[src/rtl/alu_rr_scheduler.sv]
// ---------------------------------------------------------------------------
// alu_rr_scheduler
//   Shares one combinational 8-bit ALU between two requesters.
//   Each operation goes through three states:
//     IDLE - arbitrate between the requesters and register the operands
//     EXEC - the ALU settles; capture its result and masked flags
//     RESP - hold the response until the consumer takes it
//   Arbitration is round-robin. The pointer moves to the other requester
//   whenever a response is consumed.
//
// Ports
//   clk, rst                   clock and asynchronous active-high reset
//   reqN_valid / reqN_ready    request handshake (N = 0, 1)
//   reqN_a, reqN_b, reqN_op    request operands and opcode
//   alu_a, alu_b, alu_op       registered operands driven to the ALU
//   alu_c, alu_<flag>          ALU result and raw flags
//   rsp_valid / rsp_ready      response handshake
//   rsp_id, rsp_c, rsp_flags   response owner, result, and flags
//                              {carry,borrow,equal,less,more}
//   busy                       high whenever the FSM is not in IDLE
// ---------------------------------------------------------------------------
module alu_rr_scheduler #(
  parameter int DW  = 8,
  parameter int OPW = 3
) (
  input  logic           clk,
  input  logic           rst,
  input  logic           req0_valid,
  output logic           req0_ready,
  input  logic [DW-1:0]  req0_a,
  input  logic [DW-1:0]  req0_b,
  input  logic [OPW-1:0] req0_op,
  input  logic           req1_valid,
  output logic           req1_ready,
  input  logic [DW-1:0]  req1_a,
  input  logic [DW-1:0]  req1_b,
  input  logic [OPW-1:0] req1_op,
  output logic [DW-1:0]  alu_a,
  output logic [DW-1:0]  alu_b,
  output logic [OPW-1:0] alu_op,
  input  logic [DW-1:0]  alu_c,
  input  logic           alu_carry,
  input  logic           alu_borrow,
  input  logic           alu_equal,
  input  logic           alu_less,
  input  logic           alu_more,
  output logic           rsp_valid,
  input  logic           rsp_ready,
  output logic           rsp_id,
  output logic [DW-1:0]  rsp_c,
  output logic [4:0]     rsp_flags,
  output logic           busy
);

  typedef enum logic [1:0] {IDLE, EXEC, RESP} state_t;

  localparam logic [OPW-1:0] OP_ADD = OPW'(0);
  localparam logic [OPW-1:0] OP_SUB = OPW'(1);
  localparam logic [OPW-1:0] OP_CMP = OPW'(6);
  localparam logic [OPW-1:0] OP_INV = OPW'(7);

  state_t         state_reg, state_next;
  logic           rr_ptr_reg;
  logic [DW-1:0]  alu_a_reg, alu_b_reg;
  logic [OPW-1:0] alu_op_reg;
  logic           rsp_id_reg;
  logic [DW-1:0]  rsp_c_reg;
  logic [4:0]     rsp_flags_reg;

  logic           grant;        // 1 selects requester 1
  logic           accept;
  logic [DW-1:0]  masked_c;
  logic [4:0]     masked_flags;

  // The ALU drives every flag on every opcode. Only the flags that the
  // current opcode actually updates are passed through; the rest are stale.
  always_comb begin
    masked_c     = alu_c;
    masked_flags = 5'b00000;
    case (alu_op_reg)
      OP_ADD:  masked_flags = {alu_carry, 4'b0000};
      OP_SUB:  masked_flags = {1'b0, alu_borrow, 3'b000};
      OP_CMP: begin
        masked_flags = {2'b00, alu_equal, alu_less, alu_more};
        masked_c     = '0;
      end
      OP_INV:  masked_c = '0;
      default: masked_flags = 5'b00000;
    endcase
  end

  // Arbitration. When both requesters are valid, the round-robin pointer
  // breaks the tie.
  always_comb begin
    grant      = req1_valid && (!req0_valid || rr_ptr_reg);
    accept     = (state_reg == IDLE) && (req0_valid || req1_valid);
    req0_ready = (state_reg == IDLE) && req0_valid && !grant;
    req1_ready = (state_reg == IDLE) && req1_valid && grant;
  end

  always_comb begin
    state_next = state_reg;
    case (state_reg)
      IDLE:    if (accept) state_next = EXEC;
      EXEC:    state_next = RESP;
      RESP:    if (rsp_ready) state_next = IDLE;
      default: state_next = IDLE;
    endcase
  end

  always_ff @(posedge clk or posedge rst) begin
    if (rst) begin
      state_reg     <= IDLE;
      rr_ptr_reg    <= 1'b0;
      alu_a_reg     <= '0;
      alu_b_reg     <= '0;
      alu_op_reg    <= '0;
      rsp_id_reg    <= 1'b0;
      rsp_c_reg     <= '0;
      rsp_flags_reg <= '0;
    end else begin
      state_reg <= state_next;
      case (state_reg)
        IDLE: if (accept) begin
          alu_a_reg  <= grant ? req1_a  : req0_a;
          alu_b_reg  <= grant ? req1_b  : req0_b;
          alu_op_reg <= grant ? req1_op : req0_op;
          rsp_id_reg <= grant;
        end
        EXEC: begin
          rsp_c_reg     <= masked_c;
          rsp_flags_reg <= masked_flags;
        end
        RESP: if (rsp_ready) rr_ptr_reg <= ~rsp_id_reg;
        default: ;
      endcase
    end
  end

  assign alu_a     = alu_a_reg;
  assign alu_b     = alu_b_reg;
  assign alu_op    = alu_op_reg;
  assign rsp_valid = (state_reg == RESP);
  assign rsp_id    = rsp_id_reg;
  assign rsp_c     = rsp_c_reg;
  assign rsp_flags = rsp_flags_reg;
  assign busy      = (state_reg != IDLE);

endmodule

[config.mk]
export PLATFORM = sky130hd
export DESIGN_NAME = alu_rr_scheduler
export DESIGN_NICKNAME = d
export VERILOG_FILES = /design/src/rtl/alu_rr_scheduler.sv
export SDC_FILE = /design/constraint.sdc
export NUM_CORES = 1
export LEC_CHECK = 0
export ABC_AREA = 1
export CAP_MARGIN = 40
export CORE_UTILIZATION = 67
export DETAILED_ROUTE_END_ITERATION = 6
export DONT_BUFFER_PORTS = 1
export PLACE_DENSITY = 0.83
export SYNTH_ARGS = -nofsm -noshare
export SYNTH_HDL_FRONTEND = slang
export SYNTH_SLANG_ARGS = --single-unit
[constraint.sdc]
create_clock -name clk -period 2.2 [get_ports clk]
set_input_delay 0.55 -clock clk [delete_from_list [all_inputs] [get_ports clk]]
set_output_delay 0.55 -clock clk [all_outputs]
set_load 0.005 [all_outputs]
After elaboration in Yosys (flattened, before gate mapping):

Cells that the tools add are included.

* register bits after elaboration: 36
* bits in latches: 0
* bits in writable memories: 0
* ROM bits: 0
* input bits: 56
* output and inout bits: 37
* logic and storage cells: 41
* memories kept: 0

* add/subtract/negate cells: 0
* multiply operators: 0
* div/mod/pow operators: 0
* $lt $le $gt $ge: 0
* equal/unequal tests: 7
* shift operators: 0
* muxes and demuxes: 8
* bitwise logic cells: 1
* reduce and logical (&&, ||, !) cells: 17

Operators by type and width (number)
* $mux 8: 3
* $pmux 5 s3: 1
* $eq 3x3->1 const B: 2
* $logic_and 1x1->1: 6
* $pmux 2 s3: 1
* $reduce_and 2->1: 3
* $mux 2: 2
* $eq 3x1->1 const B: 1
* $logic_not 3->1: 1
* $mux 3: 1
* $eq 2x1->1 const B: 1
* $eq 2x2->1 const B: 1
* $logic_not 1->1: 2
* $logic_not 2->1: 1
* $logic_or 1x1->1: 2
* $ne 2x1->1 const B: 1
* $ne 2x2->1 const B: 1
* $reduce_bool 2->1: 1
* $reduce_or 2->1: 1
* $not 1->1: 1

Depth between registers and ports, before layout:

Gate-level depths: netlist of run 1.

* depth after elaboration: 5
* depth in mapped cells: 7
* depth with buffers taken out: 6

Worst setup path before layout of run 1:

Ideal clock, no wire load.

* path kind: in2out
* start point: input port req0_valid
* end point: output port req0_ready
* arrival: 1.012 ns
* required time: 1.650 ns
* slack: 0.638 ns
* cell stages on the path: 5
* path buffers: 1
* path through: nand2_1 > nand2_1 > buf_4 > nand4_1 > inv_1

* longest elaborated chain between the ends: 5
* elaborated cells between the ends (all ways): 6
* those cells by class: 6 x reduce/logical

RTL lines
* from (decl): RTL line 28 `input logic req0_valid,`
* $logic_not 1->1: RTL line 95 `grant = req1_valid && (!req0_valid || rr_ptr_reg);`
* $logic_or 1x1->1: RTL line 95
* $logic_and 1x1->1: RTL line 95
* $logic_not 1->1: RTL line 97 `req0_ready = (state_reg == IDLE) && req0_valid && !grant;`
* $logic_and 1x1->1 *: RTL line 97
* to (decl): RTL line 29 `output logic req0_ready,`

Mark *: on every way between the ends. The rest lies on a longest branch, timed or not.

Worst setup path after layout of run 1:

* start point: register rr_ptr_reg
* end point: output port req0_ready

* longest elaborated chain between the ends: 4

RTL lines
* from (decl): RTL line 63 `logic rr_ptr_reg;`
* from (signal assigned): RTL line 134 `RESP: if (rsp_ready) rr_ptr_reg <= ~rsp_id_reg;`
* $logic_or 1x1->1: RTL line 95
* $logic_and 1x1->1: RTL line 95
* $logic_not 1->1: RTL line 97
* $logic_and 1x1->1: RTL line 97

No other way between the ends.

==> summary.md, run 1 <==
| Metric | Value |
|---|---|
| Routed Antenna Nets | 0 |
| Mux contribution to synthesized area | 0 |
| GRT Total Usage | 0.259 |
| Dpl hpwl | approximately 2.5 mm |
| Complex-gate fraction of the synthesized area | 0.0128 |
| Setup CP Type | flip-flop to output pin |
| R2R depth | 6 |
| Post-synth EDFFs | 0 |
| Critical Path Sink Type | output pin |
| Syn_area_per_cell | between 7 and 8 um2 |
| Core area | around 2500 um2 |
| First DRT Iteration DRCs | 21 |
| Boundary Pins | 93 |
| Count leader, synth | nand2_1 |
| Least-Margin Pin Slew | 0.446 ns |
| Max clock buf depth | 2 |
| Vias in the first global route | ~1,300 |
| Most frequent cells after synthesis | nand2_1, nand3_1, inv_1, dfrtp_1, buf_4 |
| Clock slew at reported path FFs | between 0.1 and 0.15 ns |
| Share of the synthesized area in the top cell type | 0.486 |
| Yosys cell types | 17 |
| Fmax | between 0.5 and 0.6 GHz |
| Worst Path Required | 1.65 ns |
| Routability cong. | roughly 0.7 |
| Drt total wl | roughly 3.5 mm |
| Max-cap violation count | 0 |
| Clk_lat worst skew | ~0.33 ns |
| Final nets | around 300 |
| Worst hold-check path type | primary input to asynchronous set/reset pin |
| # diodes | 0 |
| Die area | 2980 um2 |
| Adder-Cell Fraction of Synth Area | 0 |
| Syn Std Cell Area | between 1500 and 2000 um2 |
| CP Max Fanout | 3 |
| Die H | ~55 um |
| Cell count after synthesis | about 250 |
| Row Count | 18 |
| I/O Buffers | 0 |
| Register area share after synthesis | 0.486 |
| Net Count, Synth | 303 |
| # setup viols final | 0 |
| Fillers | between 200 and 250 |
| Crit. Startpoint | rr_ptr_reg |
| Post-synth top flop | dfrtp_1 |
| Worst vdd ir | ~960 uV |
| H-tree lvl count | 2 |
| CTS Buf Count | 5 |
| TritonCTS clock tree | yes |
| Per-cell routed wire length | around 13 um |
| Starting Density | 0.728 |
| P&R area growth vs syn | 1.82% |
| CP Data Arrival Time | 1.13 ns |
| Final min period | about 1.7 ns |
| RSZ-0062 raised after global routing | no |
| RR Endpoint | rsp_id |
| Final-report hold violation count | 0 |
| Relative slew slack | 0.702 |
| CTS resizes | 0 |
| Vias per cell | 5.30 |
| Reg2Reg Setup Slack | slightly below 0.7 ns |
| Largest family of logic cells by synthesized area | simple AND/OR/NAND/NOR gates |
| CTS root buf | clkbuf_4 |
| Hold-fix buffers, CTS | 0 |
| Pre-antenna DRT Iters | 4 |
| Post-Synth Simple-Gate Area | 0.352 |
| GR Overflow Total | 0 |
| CP Launch Type | flip-flop |
| Async S/R FF share, synth | 1.00 |
| DRC viols | 0 |
| Layout Skew | around 0.016 ns |
| Hold_ws | ~0.19 ns |
| Leading area contributor after synthesis | dfrtp_1 |
| Die width | 54.6 um |
| Tcrit/Tclk final | 0.762 |
| Setup Buffers After CTS | 0 |
| Status | completed |
| Leakage Power | 0.00113 uW |
| Synth top area cells | dfrtp_1, nand2_1, nand3_1 |
| Setup_tns | 0 ns |
| Initial antenna violation count | 0 |
| Reg2reg start | state_reg[0] |
| CTS Sinks | 36 |
| Via Count | 1,462 |
| Power Density | roughly 1300 nW/um2 |
| XOR/XNOR Fraction of Synth Area | 0 |
| Final Max Slew Viols | 0 |
| First-pass GRT wire length | between 5 and 6 mm |
| Number of synthesized register bits | 36 |
| Pin count of the biggest net entering global routing | 37 |
| YS warnings | 0 |
| Ratio of cells with drive above 1 in the final layout | 0.0732 |
## report_power, final
part	switching, uW	total [uW]	internal (uW)
registers	261	1240	976
clock network	211	449	238
logic	554	829	274
total	1030	2520	1490
## cells in the final DEF, fill, tap and decap left out
master,count
nand2_1,87
nand3_1,51
inv_1,43
dfrtp_1,36
nor2_1,5
clkbuf_4,5
inv_2,3
buf_4,3
nor2_4,2
o21ai_0,2
nand2_4,1
nor3_1,1
nand2_2,1
o21ai_2,1
o21ai_1,1
nand4_1,1
bufinv_16,1
clkbuf_1,1
clkinv_2,1
## cell type report
class,instances,area (um2),share of cell area
Multi-Input combinational cell,153,676,0.358
Sequential cell,36,901,0.478
Clock inverter,2,35.0,0.0186
Tap cell,30,37.5,0.0199
Timing Repair Buffer,3,22.5,0.0119
Clock buffer,6,41.3,0.0219
Inverter,46,173,0.0916
## critical path, stage by stage (launching register included)
cell	delay (ns)
dfrtp_1	0.39
inv_1	0.06
nand2_1	0.06
nand2_1	0.12
nand4_1	0.10
inv_1	0.08
## metrics by stage
stage                     instances  worst slack (ns)  power (uW)  instance area [um2]   util
after detailed placement        268             0.617        2090                 1810  0.711
after global routing            276             0.381        2780                 1890  0.741
final                           276             0.523        2520                 1890  0.741
after floorplan                 247             0.638        1990                 1850      -
after CTS                       276             0.525        2530                 1890  0.741
after global placement          268             0.648        2070                 1810  0.711
## layer usage
metal  wire [um]  track usage  share of wire
met5           0            0              0
met4          31        0.103         0.0089
met3         212       0.0806          0.061
met2        1770        0.455           0.51
met1        1460        0.287           0.42
## kinds of logic (layout without fill, tap and decap cells)
| family | Yosys count | count (layout) |
|---|---|---|
| and+or+nand+nor | 149 | 149 |
| buffers and inverters | 58 | 57 |
| DFF | 36 | 36 |
| AOI/OAI and AO/OA | 4 | 4 |
## worst max-delay path by stage
stage	endpoint	slack, ns	depth (start not counted)
finish	req0_ready	0.52	5
global route	req0_ready	0.38	5
CTS	req0_ready	0.52	5
detailed placement	rsp_id	0.62	5
global placement	rsp_id	0.65	5
floorplan	req0_ready	0.64	5
No activity file was read; power rests on OpenSTA's default activity.
==> run 2, diff against run 1 <==
- CORE_UTILIZATION: 67 -> 62
- PLACE_DENSITY: 0.83 -> 0.78
- clock period: 2.2 -> 1.59 ns (I/O delays scaled with it)
==> run 2 against run 1 <==
Sequential share of layout area decreased by 0.47 points. Die area increased by 7.8%. Flip-flop and latch count unchanged. Non-clock buffer count increased by 3. Worst setup slack got worse by 0.47 ns. Utilization decreased by 5.6 points. Power increased by 37%. Sequential power increased by 39%. Clock-buffer cell count unchanged. Combinational power increased by 47%.
==> summary.md, run 2 (synthesis results as in run 1) <==
| Metric | Value |
|---|---|
| Setup CP Type | flip-flop to output pin (unchanged) |
| P&R area growth vs syn | 2.84% (was 1.82%) |
| Clock slew at reported path FFs | 0.11 ns (about the same) |
| Die H | 56.7 um (was 54.6 um) |
| H-tree lvl count | 2 (unchanged) |
| CP Max Fanout | 4 (was 3) |
| Vias in the first global route | 1,434 (was 1,282) |
| Max clock buf depth | 2 (unchanged) |
| Final min period | around 1.5 ns |
| First-pass GRT wire length | 6.44 mm (was 5.38 mm) |
| Final Cell Area | 1900 um2 (was 1890 um2) |
| Max-cap violation count | 0 (unchanged) |
| # setup viols final | 0 (unchanged) |
| GR Overflow Total | 0 (unchanged) |
| Die width | 56.7 um (was 54.6 um) |
| CP Data Arrival Time | 1.14 ns (was 1.13 ns) |
| Final-report hold violation count | 0 (unchanged) |
| I/O Buffers | 0 (unchanged) |
| CP max stage delay | 0.39 ns (about the same) |
| Initial antenna violation count | 0 (unchanged) |
| Ratio of cells with drive above 1 in the final layout | 0.0964 (was 0.0732) |
| Boundary Pins | 93 (unchanged) |
| Vias per cell | 5.34 (was 5.30) |
| Status | completed (unchanged) |
| Critical Path Sink Type | output pin (unchanged) |
| Final nets | 304 (was 301) |
| DRC viols | 0 (unchanged) |
| Worst Path Required | 1.19 ns (was 1.65 ns) |
| Clk_lat worst skew | 0.34 ns (was 0.33 ns) |
| RSZ-0062 raised after global routing | yes (was no) |
| Via Count | 1,496 (was 1,462) |
| Cell repeated most along the worst path | inv_1 |
| First DRT Iteration DRCs | 94 (was 21) |
| CTS Buf Count | 5 (unchanged) |
| Fmax | 0.649 GHz |
| Commonest non-fill, non-tap cell in the layout | nand2_1 (unchanged) |
| Placed Cells | 271 (was 268) |
| DP Area | 1830 um2 (was 1810 um2) |
| CTS Sinks | 36 (unchanged) |
| Drt total wl | 3.70 mm (was 3.48 mm) |
| GRT Total Usage | 0.260 (was 0.259) |
| Leakage Power | 0.00114 uW (was 0.00113 uW) |
| Core area | 2780 um2 (was 2540 um2) |
| Final Power | 3440 uW (was 2520 uW) |
| Routability cong. | 0.758 (was 0.698) |
| CTS root buf | clkbuf_4 (unchanged) |
| Post-route setup slack | 0.0493 ns (was 0.523 ns) |
| Crit path max-delay family | flip-flops (unchanged) |
| Starting Density | 0.666 (was 0.728) |
| Pre-antenna DRT Iters | 4 (unchanged) |
| Dpl hpwl | 2.64 mm (was 2.52 mm) |
| Routed Antenna Nets | 0 (unchanged) |
| Die area | 3210 um2 (was 2980 um2) |
| Layout Skew | 0.00905 ns (was 0.0155 ns) |
| Register area | 901 um2 (unchanged) |
| Most frequent cells in the layout | nand2_1, nand3_1, inv_1, dfrtp_1, buf_4 (was nand2_1, nand3_1, inv_1, dfrtp_1) |
| TritonCTS clock tree | yes (unchanged) |
| Relative slew slack | 0.704 (was 0.702) |
| Hold-fix buffers, CTS | 0 (unchanged) |
| CP Cell Sequence | inv_1, nand2_2, nand2_4, nand4_1, inv_1 (was inv_1, nand2_1, nand2_1, nand4_1, inv_1) |
| Row Count | 19 (was 18) |
| Pin count of the biggest net entering global routing | 37 (unchanged) |
| Worst vdd ir | 1260 uV (was 960 uV) |
| Final non-filler cell total | 280 (was 276) |
| CP Launch Type | flip-flop (unchanged) |
| Least-Margin Pin Slew | 0.443 ns (was 0.446 ns) |
| Worst hold-check path type | primary input to asynchronous set/reset pin (unchanged) |
| Multi-input gate area | 686 um2 (was 676 um2) |
| Power Density | 1810 nW/um2 (was 1330 nW/um2) |
| Place WS | 0.295 ns (was 0.617 ns) |
| # diodes | 0 (unchanged) |
| Per-cell routed wire length | 13.2 um (was 12.6 um) |
| Final core occ | 0.685 (was 0.741) |
| Final Max Slew Viols | 0 (unchanged) |
| Tcrit/Tclk final | 0.969 |
| CP Buf/Inv Count | 2 (unchanged) |
| Slowest-stage cell, CP | dfrtp_1 (unchanged) |
| Fillers | 239 (was 212) |
## run 2: worst paths after layout
check	from	end	slack, ns	cells past startpoint
worst min register to register	alu_a[5]	alu_a[5]	0.52	2
max in group asynchronous	rst	alu_b[3]	1.24	2
min in group clk	rsp_ready	state_reg[1]	0.15	1
worst max-delay path	rr_ptr_reg	req0_ready	0.05	5
worst max register to register	state_reg[1]	rsp_flags[3]	0.28	4
worst min-delay path	rst	rsp_flags[2]	0.03	2
## run 2: final cells by class
class	count	share of cell area
Multi-Input combinational cell	153	0.360
Clock buffer	6	0.0269
Inverter	46	0.0907
Timing Repair Buffer	6	0.0237
Clock inverter	2	0.00526
Sequential cell	36	0.473
Tap cell	31	0.0204
## run 2: routing by layer
metal	track usage	vias to the layer above	routed length [um]
li1	-	748	-
met5	0	-	0
met4	0.0767	0	32
met3	0.111	4	389
met2	0.385	65	1680
met1	0.350	679	1600
## run 2: worst reg2reg max path, stage by stage (launching register included)
cell	delay [ns]
dfrtp_1	0.44
nor2_4	0.28
inv_1	0.27
nand2_1	0.13
o21ai_0	0.08
## run 2: where the power goes
part	total, uW	internal, uW	switching [uW]
Combinational	1220	420	796
Clock	506	210	295
Sequential	1720	1350	370
Total	3440	1980	1460
## run 2: repair_timing
action | CTS | global route
pin swaps | 0 | 2
endpoints found under the setup margin | 1 | 1
cloned | 0 | 0
gates resized for setup | 1 | 2
setup buffers | 0 | 1
## run 2: through the flow
stage	TNS, ns	hold WS [ns]
global placement	0	0.414
floorplan	0	0.459
detailed placement	0	0.414
CTS	0	0.0383
finish	0	0.0301
global route	-0.0380	0.0566
